**src/rtl/glb_load_scheduler.sv**
```systemverilog
// DRAM-to-GLB load sequencer: arbitrates FILTER/BIAS/IFMAP load requests,
// issues one DRAM burst per request and streams the beats into consecutive GLB words.
`timescale 1ns/1ps
module glb_load_scheduler #(
  parameter int ADDR_WIDTH = 16,
  parameter int DATA_WIDTH = 64
) (
  input  logic                    core_clk,
  input  logic                    reset,
  input  logic [2:0]              req_valid,
  output logic [2:0]              req_ready,
  input  logic [3*ADDR_WIDTH-1:0] req_base_addr,
  input  logic [3*ADDR_WIDTH-1:0] req_num_words,
  output logic                    dram_rd_req,
  output logic [1:0]              dram_rd_type,
  output logic [ADDR_WIDTH-1:0]   dram_rd_len,
  input  logic [DATA_WIDTH-1:0]   dram_rdata,
  input  logic                    dram_rvalid,
  output logic                    dram_rready,
  output logic [2:0]              glb_we,
  output logic [ADDR_WIDTH-1:0]   glb_waddr,
  output logic [DATA_WIDTH-1:0]   glb_wdata,
  input  logic                    glb_wready,
  output logic [2:0]              done,
  output logic                    busy
);

  // state  | meaning
  // IDLE   | arbitrate pending requests, grant the winner
  // GRANT  | issue the DRAM burst (or skip it for a zero-length load)
  // STREAM | move DRAM beats into the GLB output register
  // DONE   | pulse done for the served type
  typedef enum logic [1:0] {IDLE, GRANT, STREAM, DONE} state_t;

  localparam logic [ADDR_WIDTH-1:0] ONE = ADDR_WIDTH'(1);

  state_t                state, state_nxt;
  logic [1:0]            win_type;
  logic [1:0]            type_q;
  logic [ADDR_WIDTH-1:0] len_q;
  logic [ADDR_WIDTH-1:0] remaining;
  logic [ADDR_WIDTH-1:0] addr_ptr;
  logic                  beat;
  logic                  wr_accept;

  function automatic logic [2:0] onehot(input logic [1:0] t);
    return 3'b001 << t;
  endfunction

  always_comb begin
    win_type = 2'd2;
    if (req_valid[0])      win_type = 2'd0;
    else if (req_valid[1]) win_type = 2'd1;
  end

  assign beat      = (state == STREAM) && dram_rvalid && dram_rready;
  assign wr_accept = (glb_we != 3'b000) && glb_wready;
  assign busy      = (state != IDLE);

  always_comb begin
    state_nxt    = state;
    req_ready    = 3'b000;
    dram_rd_req  = 1'b0;
    dram_rd_type = 2'd0;
    dram_rd_len  = '0;
    dram_rready  = 1'b0;
    done         = 3'b000;
    case (state)
      IDLE: begin
        // gated so a request held through reset never shows a grant
        if (req_valid != 3'b000 && !reset) begin
          req_ready = onehot(win_type);
          state_nxt = GRANT;
        end
      end
      GRANT: begin
        if (len_q != '0) begin
          dram_rd_req  = 1'b1;
          dram_rd_type = type_q;
          dram_rd_len  = len_q;
          state_nxt    = STREAM;
        end else begin
          state_nxt = DONE;
        end
      end
      STREAM: begin
        dram_rready = (remaining != '0) && ((glb_we == 3'b000) || glb_wready);
        // at most one write is ever outstanding, so this is the final one
        if (remaining == '0 && wr_accept) state_nxt = DONE;
      end
      DONE: begin
        done      = onehot(type_q);
        state_nxt = IDLE;
      end
      default: state_nxt = IDLE;
    endcase
  end

  always_ff @(posedge core_clk or posedge reset) begin
    if (reset) begin
      state     <= IDLE;
      type_q    <= 2'd0;
      len_q     <= '0;
      remaining <= '0;
      addr_ptr  <= '0;
      glb_we    <= 3'b000;
      glb_waddr <= '0;
      glb_wdata <= '0;
    end else begin
      state <= state_nxt;
      if (state == IDLE && req_valid != 3'b000) begin
        type_q   <= win_type;
        len_q    <= req_num_words[int'(win_type)*ADDR_WIDTH +: ADDR_WIDTH];
        addr_ptr <= req_base_addr[int'(win_type)*ADDR_WIDTH +: ADDR_WIDTH];
      end
      if (state == GRANT) remaining <= len_q;
      if (beat) begin
        glb_we    <= onehot(type_q);
        glb_waddr <= addr_ptr;
        glb_wdata <= dram_rdata;
        addr_ptr  <= addr_ptr + ONE;
        remaining <= remaining - ONE;
      end else if (wr_accept) begin
        glb_we <= 3'b000;
      end
    end
  end

endmodule

```
**config.mk**
```make
export PLATFORM = sky130hd
export DESIGN_NAME = glb_load_scheduler
export DESIGN_NICKNAME = d
export VERILOG_FILES = /design/src/rtl/glb_load_scheduler.sv
export SDC_FILE = /design/constraint.sdc
export NUM_CORES = 1
export LEC_CHECK = 0
export ABC_AREA = 1
export BUFFER_PORTS_ARGS = -buffer_cell sky130_fd_sc_hd__buf_2
export CORE_ASPECT_RATIO = 0.5
export CORE_MARGIN = 8
export CORE_UTILIZATION = 46
export CTS_BUF_LIST = sky130_fd_sc_hd__clkbuf_8
export DETAILED_ROUTE_END_ITERATION = 10
export HOLD_SLACK_MARGIN = 0.02
export MAX_ROUTING_LAYER = met4
export PLACE_DENSITY = 0.8
export SETUP_SLACK_MARGIN = 0.15
export SLEW_MARGIN = 10
export SYNTH_ARGS = -nofsm -noshare
export SYNTH_HDL_FRONTEND = slang
export SYNTH_SLANG_ARGS = --single-unit
```
**constraint.sdc**
```tcl
create_clock -name core_clk -period 4 [get_ports core_clk]
set_input_delay 0.6 -clock core_clk [delete_from_list [all_inputs] [get_ports core_clk]]
set_output_delay 0.6 -clock core_clk [all_outputs]
set_load 0.1 [all_outputs]
```
==> results by group, run 1 <==
Clocking
  • Clock Latency Late Sink: 0.43 ns
  • Root Buffer: clkbuf_8
  • Post-CTS Resized: 0
  • CTS tree: yes
  • Worst-path clk slew: 0.09 ns
  • CTS buffer count: 17
  • Maximum clock insertion buffer count: 2
  • H-tree levels: 4
  • # hold bufs at CTS: 0
  • CTS sink count: 135
  • Post-CTS setup repair buffer count: 0

Route
  • Wl on met1: 8470 um
  • Met2 routed WL: 10100 um
  • DR WL/cell: 14.3 um
  • Drt drc: 0
  • Drt via density: 4.83
  • Detailed Route WL: 20000 um
  • Max Used Layer: met4
  • Vias: 6754
  • Post-route ant nets: 0
  • Starting DRC count in detailed routing: 405
  • Pre-Repair DR Iteration Count: 5
  • Met3 WL post-DR: 995 um

Logic synthesis
  • Synth Register Bits: 135
  • Synth top cells by count: 454 x nand2_1, 135 x dfrtp_1, 65 x inv_1, 60 x nor2_1, 42 x o21ai_0
  • Synth Area in Adders: 1.09%
  • Count leader, synth: nand2_1
  • Mux contribution to synthesized area: 0%
  • Synth async-reset ratio: 100%
  • Post-Syn Area: 6880 um^2
  • Syn avg cell area: 7.42 um^2
  • Share of the synthesized area in the top cell type: 49.1%
  • Synth area leaders: dfrtp_1 49%, nand2_1 25%, inv_1 3.5%
  • Compound-gate portion of the synthesized area: 7.20%
  • Sequential element share of the synthesized area: 49.1%
  • Synthesized Nets: 1100
  • Largest family of logic cells by synthesized area: simple AND/OR/NAND/NOR gates
  • Post-Synthesis Cells: 927
  • Simple-gate share of the synthesized area: 32.6%
  • Biggest area consumer among synthesized cells: dfrtp_1
  • Synthesis Warnings: 0
  • Synthesized-area fraction occupied by xor and xnor cells: 2.67%
  • Post-synth cell types: 32
  • EDFF count, synth: 0
  • Ys flop type: dfrtp_1

Floorplan
  • Die X: 189 um
  • Die area: 19400 um^2
  • Core box area: 14500 um^2
  • Die height: 102 um
  • # rows: 31
  • Initial core utilization: 47.3%
  • I/O Pins: 277

STA
  • Clock skew: 0.0124 ns
  • Final setup viols: 0
  • RSZ-0062 raised after global routing: false
  • Tmin final: 3.05 ns
  • Fmax: 327 MHz
  • Setup TNS: 0 ns
  • Slew @ Worst Pin: 0.778 ns
  • Pins Over Slew Limit: 0
  • Relative max-transition margin: 48.1%
  • Fin. Hold Viols: 0
  • Final worst-path cycle share: 76.4%

Global routing
  • Global route overflow: 0
  • Largest net degree at the start of global routing: 136
  • Gr usage total: 21.0%
  • Vias in the first global route: 6714
  • Antenna violations before repair: 0
  • First-pass GRT wire length: 32300 um

Worst setup path
  • Worst EP required: 3.40 ns
  • Worst r2r path cells: 11
  • Critical Path Max Stage Delay: 0.67 ns
  • Reg2reg setup slack: 1.25 ns
  • WP data arrival: 2.45 ns
  • RR Endpoint: remaining[5]$_DFFE_PP0P_
  • CP max FO: 22
  • Critical R2R Launch: remaining[0]$_DFFE_PP0P_
  • CP Launch Type: flip-flop
  • Crit end category: primary output
  • WP buf/inv: 2
  • Slowest CP cell: ha_1
  • Delay-heaviest family, CP: adder cells
  • Critical path type: flip-flop to primary output
  • Worst-path cell chain: inv_1, ha_1, nand2_1, nor2_1, buf_2

Worst hold path
  • Hold WC Path Type: input port to flip-flop
  • Hold Path Cell Cnt: 3
  • Hold path start: dram_rdata[13]
  • Hold Path Sink: glb_wdata[13]$_DFFE_PP0N_

Placement
  • I/O Buffers: 276
  • Gpl congestion: 0.868
  • Estimated wirelength of the detail-placed design: 15100 um

Run
  • Max-Cap Viols: 0

Run status
  • Outcome: completed

Layout
  • Layout cells sized above 1: 27.5%
  • Antenna diode instance count: 0
  • Nets: 1361
  • Area growth, synth to finish: 28.0%
[worst max path at each step]
stage,start,endpoint,slack [ns],depth (start not counted)
4_1_cts,state[1]$_DFFE_PP0P_,dram_rd_type[0],0.87,5
3_3_place_gp,req_valid[0],req_ready[2],1.31,6
3_5_place_dp,remaining[0]$_DFFE_PP0P_,remaining[5]$_DFFE_PP0P_,1.26,11
6_report,state[1]$_DFFE_PP0P_,dram_rd_type[0],0.95,5
5_1_grt,state[1]$_DFFE_PP0P_,dram_rd_type[0],0.74,5
2_1_floorplan,state[0]$_DFFE_PP0P_,req_ready[2],0.34,7
[area by class of cell]
class	count	area, um^2
sequential	135	3380
tap	198	248
clock buffer	18	248
fill	1322	5740
timing repair buffer	284	1470
inverter	69	263
multi-input combinational	681	3030
clock inverter	13	171
[registers in the layout, summed over array words and instances, names as in the netlist]
register / count
glb_wdata: 64
remaining: 16
len_q: 16
glb_we: 3
glb_waddr: 16
type_q: 2
state: 2
addr_ptr: 16
[layer usage]
metal | track usage (%) | vias up
met3 | 4.09 | 34
met5 | - | -
met1 | 24.7 | 3085
li1 | - | 3413
met4 | 7.70 | 0
met2 | 36.0 | 222
[cell usage in the layout (no fill, tap or decap), types with 6 or more instances in the layout]
cell and count:
ha_1 6, xor2_1 17, nand2_1 454, nand3_1 37
clkbuf_8 18, inv_1 64, nor2_1 58, buf_4 7
o21ai_0 42, o21ai_1 6, buf_2 275, nor3_1 7
a41oi_1 13, dfrtp_1 135, a21oi_1 8, a22oi_1 8
[tightest hold or removal path, stage by stage]
cell and delay, ns:
buf_2 0.07, nand2_1 0.04, nand2_1 0.04
[stage by stage]
step	area (um^2)	util [%]	hold WS, ns	std cells	setup WS, ns
after floorplan	6890	-	0.471	927	0.340
after global placement	8380	57.6	0.457	1367	1.31
after detailed placement	8380	57.6	0.459	1367	1.26
after CTS	8800	60.5	0.328	1398	0.875
after global routing	8800	60.5	0.333	1398	0.736
final	8800	60.5	0.353	1398	0.945
[cells by family after synthesis]
group	count (synthesis)
and+or+nand+nor	571
DFF	135
buffers and inverters	111
AOI/OAI and AO/OA	83
xor gates and xnor gates	21
adders and majority gates	6
Power of run 1 is not shown: default switching activity piles up to over one toggle a cycle in this logic, so the estimate is an artifact.
==> run 2: changes to the inputs <==
clock period = 2.7 ns   (was 4 ns; I/O delays follow)
==> run 2 against run 1 <==
  * Design area is 2.5% higher
  * Sequential share of layout area fell by 0.92 points
  * Die area did not move
  * Non-clock buffer count increased by 10
  * Highest routed layer unchanged
  * Register-to-register slack worse by 0.76 ns
  * Clock skew increased by 0.0011 ns
  * Final cell count is 0.79% higher
==> results by group, run 2 (synthesis gave the netlist of run 1 again) <==
STA
  • Tmin final: 2.43 ns
  • Final setup viols: 0
  • Fmax: 411 MHz
  • Pins Over Slew Limit: 0
  • Clock skew: 0.0135 ns
  • Relative max-transition margin: 50.1%
  • WHS: 0.151 ns
  • RSZ-0062 raised after global routing: true
  • Fin. Hold Viols: 0
  • Slew @ Worst Pin: 0.748 ns
  • Final WS setup: 0.268 ns
  • Final worst-path cycle share: 90.1%

Route
  • DR WL/cell: 14.8 um
  • Post-route ant nets: 0
  • Starting DRC count in detailed routing: 408
  • Pre-Repair DR Iteration Count: 5
  • Drt drc: 0
  • Vias: 6903
  • Drt via density: 4.90
  • Detailed Route WL: 20900 um

Clocking
  • CTS tree: yes
  • CTS buffer count: 17
  • # hold bufs at CTS: 0
  • Maximum clock insertion buffer count: 2
  • Root Buffer: clkbuf_8
  • Worst-path clk slew: 0.09 ns
  • H-tree levels: 4
  • CTS sink count: 135
  • Clock Latency Late Sink: 0.44 ns

Layout
  • Area growth, synth to finish: 31.1%
  • Most frequent cells in the layout: 454 x nand2_1, 261 x buf_2, 135 x dfrtp_1
  • Fill cell count: 1300
  • Nets: 1371
  • Finished Cell Area: 9020 um^2
  • Commonest non-fill, non-tap cell in the layout: nand2_1
  • Layout cells sized above 1: 28.7%
  • Most flops, register: glb_wdata
  • Final Non-Filler Cells: 1409
  • Max reg flops: 64
  • Antenna diode instance count: 0

Placement
  • Gpl congestion: 0.871
  • Estimated wirelength of the detail-placed design: 15700 um
  • I/O Buffers: 276
  • Area after DPL: 8530 um^2
  • Placed cells: 1373
  • Placement-stage worst setup slack: 0.510 ns

Global routing
  • Gr usage total: 21.9%
  • First-pass GRT wire length: 33600 um
  • Global route overflow: 0
  • Vias in the first global route: 6992
  • Largest net degree at the start of global routing: 136
  • Antenna violations before repair: 0

Worst setup path
  • Critical R2R Launch: remaining[0]$_DFFE_PP0P_
  • Levels on crit path: 6
  • Crit path from: state[1]$_DFFE_PP0P_
  • Critical Path Max Stage Delay: 0.44 ns
  • Worst setup endpoint: dram_rd_len[5]
  • Crit end category: primary output
  • Worst EP required: 2.30 ns
  • Slowest CP cell: buf_2
  • Reg2reg setup slack: 0.49 ns
  • CP Launch Type: flip-flop
  • WP buf/inv: 4
  • RR Endpoint: addr_ptr[11]$_DFFE_PP0P_
  • Worst r2r path cells: 12
  • Critical path type: flip-flop to primary output
  • Delay-heaviest family, CP: buffers and inverters
  • Worst-path cell chain: inv_1, ha_1, buf_4, nand2_1, inv_1, buf_2
  • Worst path most repeated cell: inv_1
  • WP data arrival: 2.03 ns
  • CP max FO: 20

Floorplan
  • Die X: 189 um
  • Initial core utilization: 47.3%
  • I/O Pins: 277
  • # rows: 31
  • Core box area: 14500 um^2
  • Die area: 19400 um^2
  • Die height: 102 um

Worst hold path
  • Hold Path Cell Cnt: 3
  • Hold WC Path Type: input port to flip-flop

Run status
  • Outcome: completed

Run
  • Max-Cap Viols: 0
run 2: changes by cell type in the layout (fill, tap and decap cells not counted), moves of 2 or more:
| cell | before | now |
|---|---|---|
| clkbuf_4 | 0 | 10 |
| nor2_1 | 58 | 54 |
| buf_12 | 2 | 8 |
| clkinvlp_4 | 3 | 5 |
| clkinv_4 | 4 | 2 |
| nor2_2 | 4 | 7 |
| buf_4 | 7 | 15 |
| inv_8 | 0 | 2 |
| buf_2 | 275 | 261 |
run 2: repair_timing:
item	CTS	global route
pin swaps	0	1
resized for setup	1	13
endpoints found under the setup margin	1	13
buffers inserted	0	4
run 2: final cells by class:
| class | instances | area, um^2 | share of cell area, % |
|---|---|---|---|
| clock inverters | 15 | 191 | 2.12 |
| repair buffers | 294 | 1650 | 18.3 |
| inverters | 69 | 267 | 2.95 |
| flip-flops and latches | 135 | 3380 | 37.5 |
| well taps | 198 | 248 | 2.75 |
| clock buffers | 17 | 234 | 2.59 |
| multi-input cells | 681 | 3050 | 33.8 |
run 2: worst min-delay path by stage:
stage,startpoint,to
2_1_floorplan,addr_ptr[10]$_DFFE_PP0P_,addr_ptr[10]$_DFFE_PP0P_
3_3_place_gp,glb_wdata[54]$_DFFE_PP0N_,glb_wdata[54]$_DFFE_PP0N_
3_5_place_dp,glb_wdata[44]$_DFFE_PP0N_,glb_wdata[44]$_DFFE_PP0N_
4_1_cts,dram_rdata[35],glb_wdata[35]$_DFFE_PP0N_
5_1_grt,dram_rdata[41],glb_wdata[41]$_DFFE_PP0N_
6_report,dram_rdata[35],glb_wdata[35]$_DFFE_PP0N_
run 2: stage by stage:
stage          util, %  TNS [ns]
5_1_grt           62.0         0
6_report          62.0         0
2_1_floorplan        -    -0.856
3_3_place_gp      58.6         0
4_1_cts           61.6         0
3_5_place_dp      58.6         0
run 2: worst min-delay path, stage by stage:
cell and delay, ns:
buf_2 0.08, nand2_1 0.04, nand2_1 0.04
run 2: per-layer routing:
layer | part of all wire (%) | track usage [%] | vias up
li1 | - | - | 3432
met1 | 41 | 25.0 | 3189
met2 | 52 | 38.5 | 245
met3 | 5.5 | 4.05 | 37
met4 | 2.2 | 8.30 | 0
met5 | 0 | - | -
Power of run 2 is left out for the same reason.
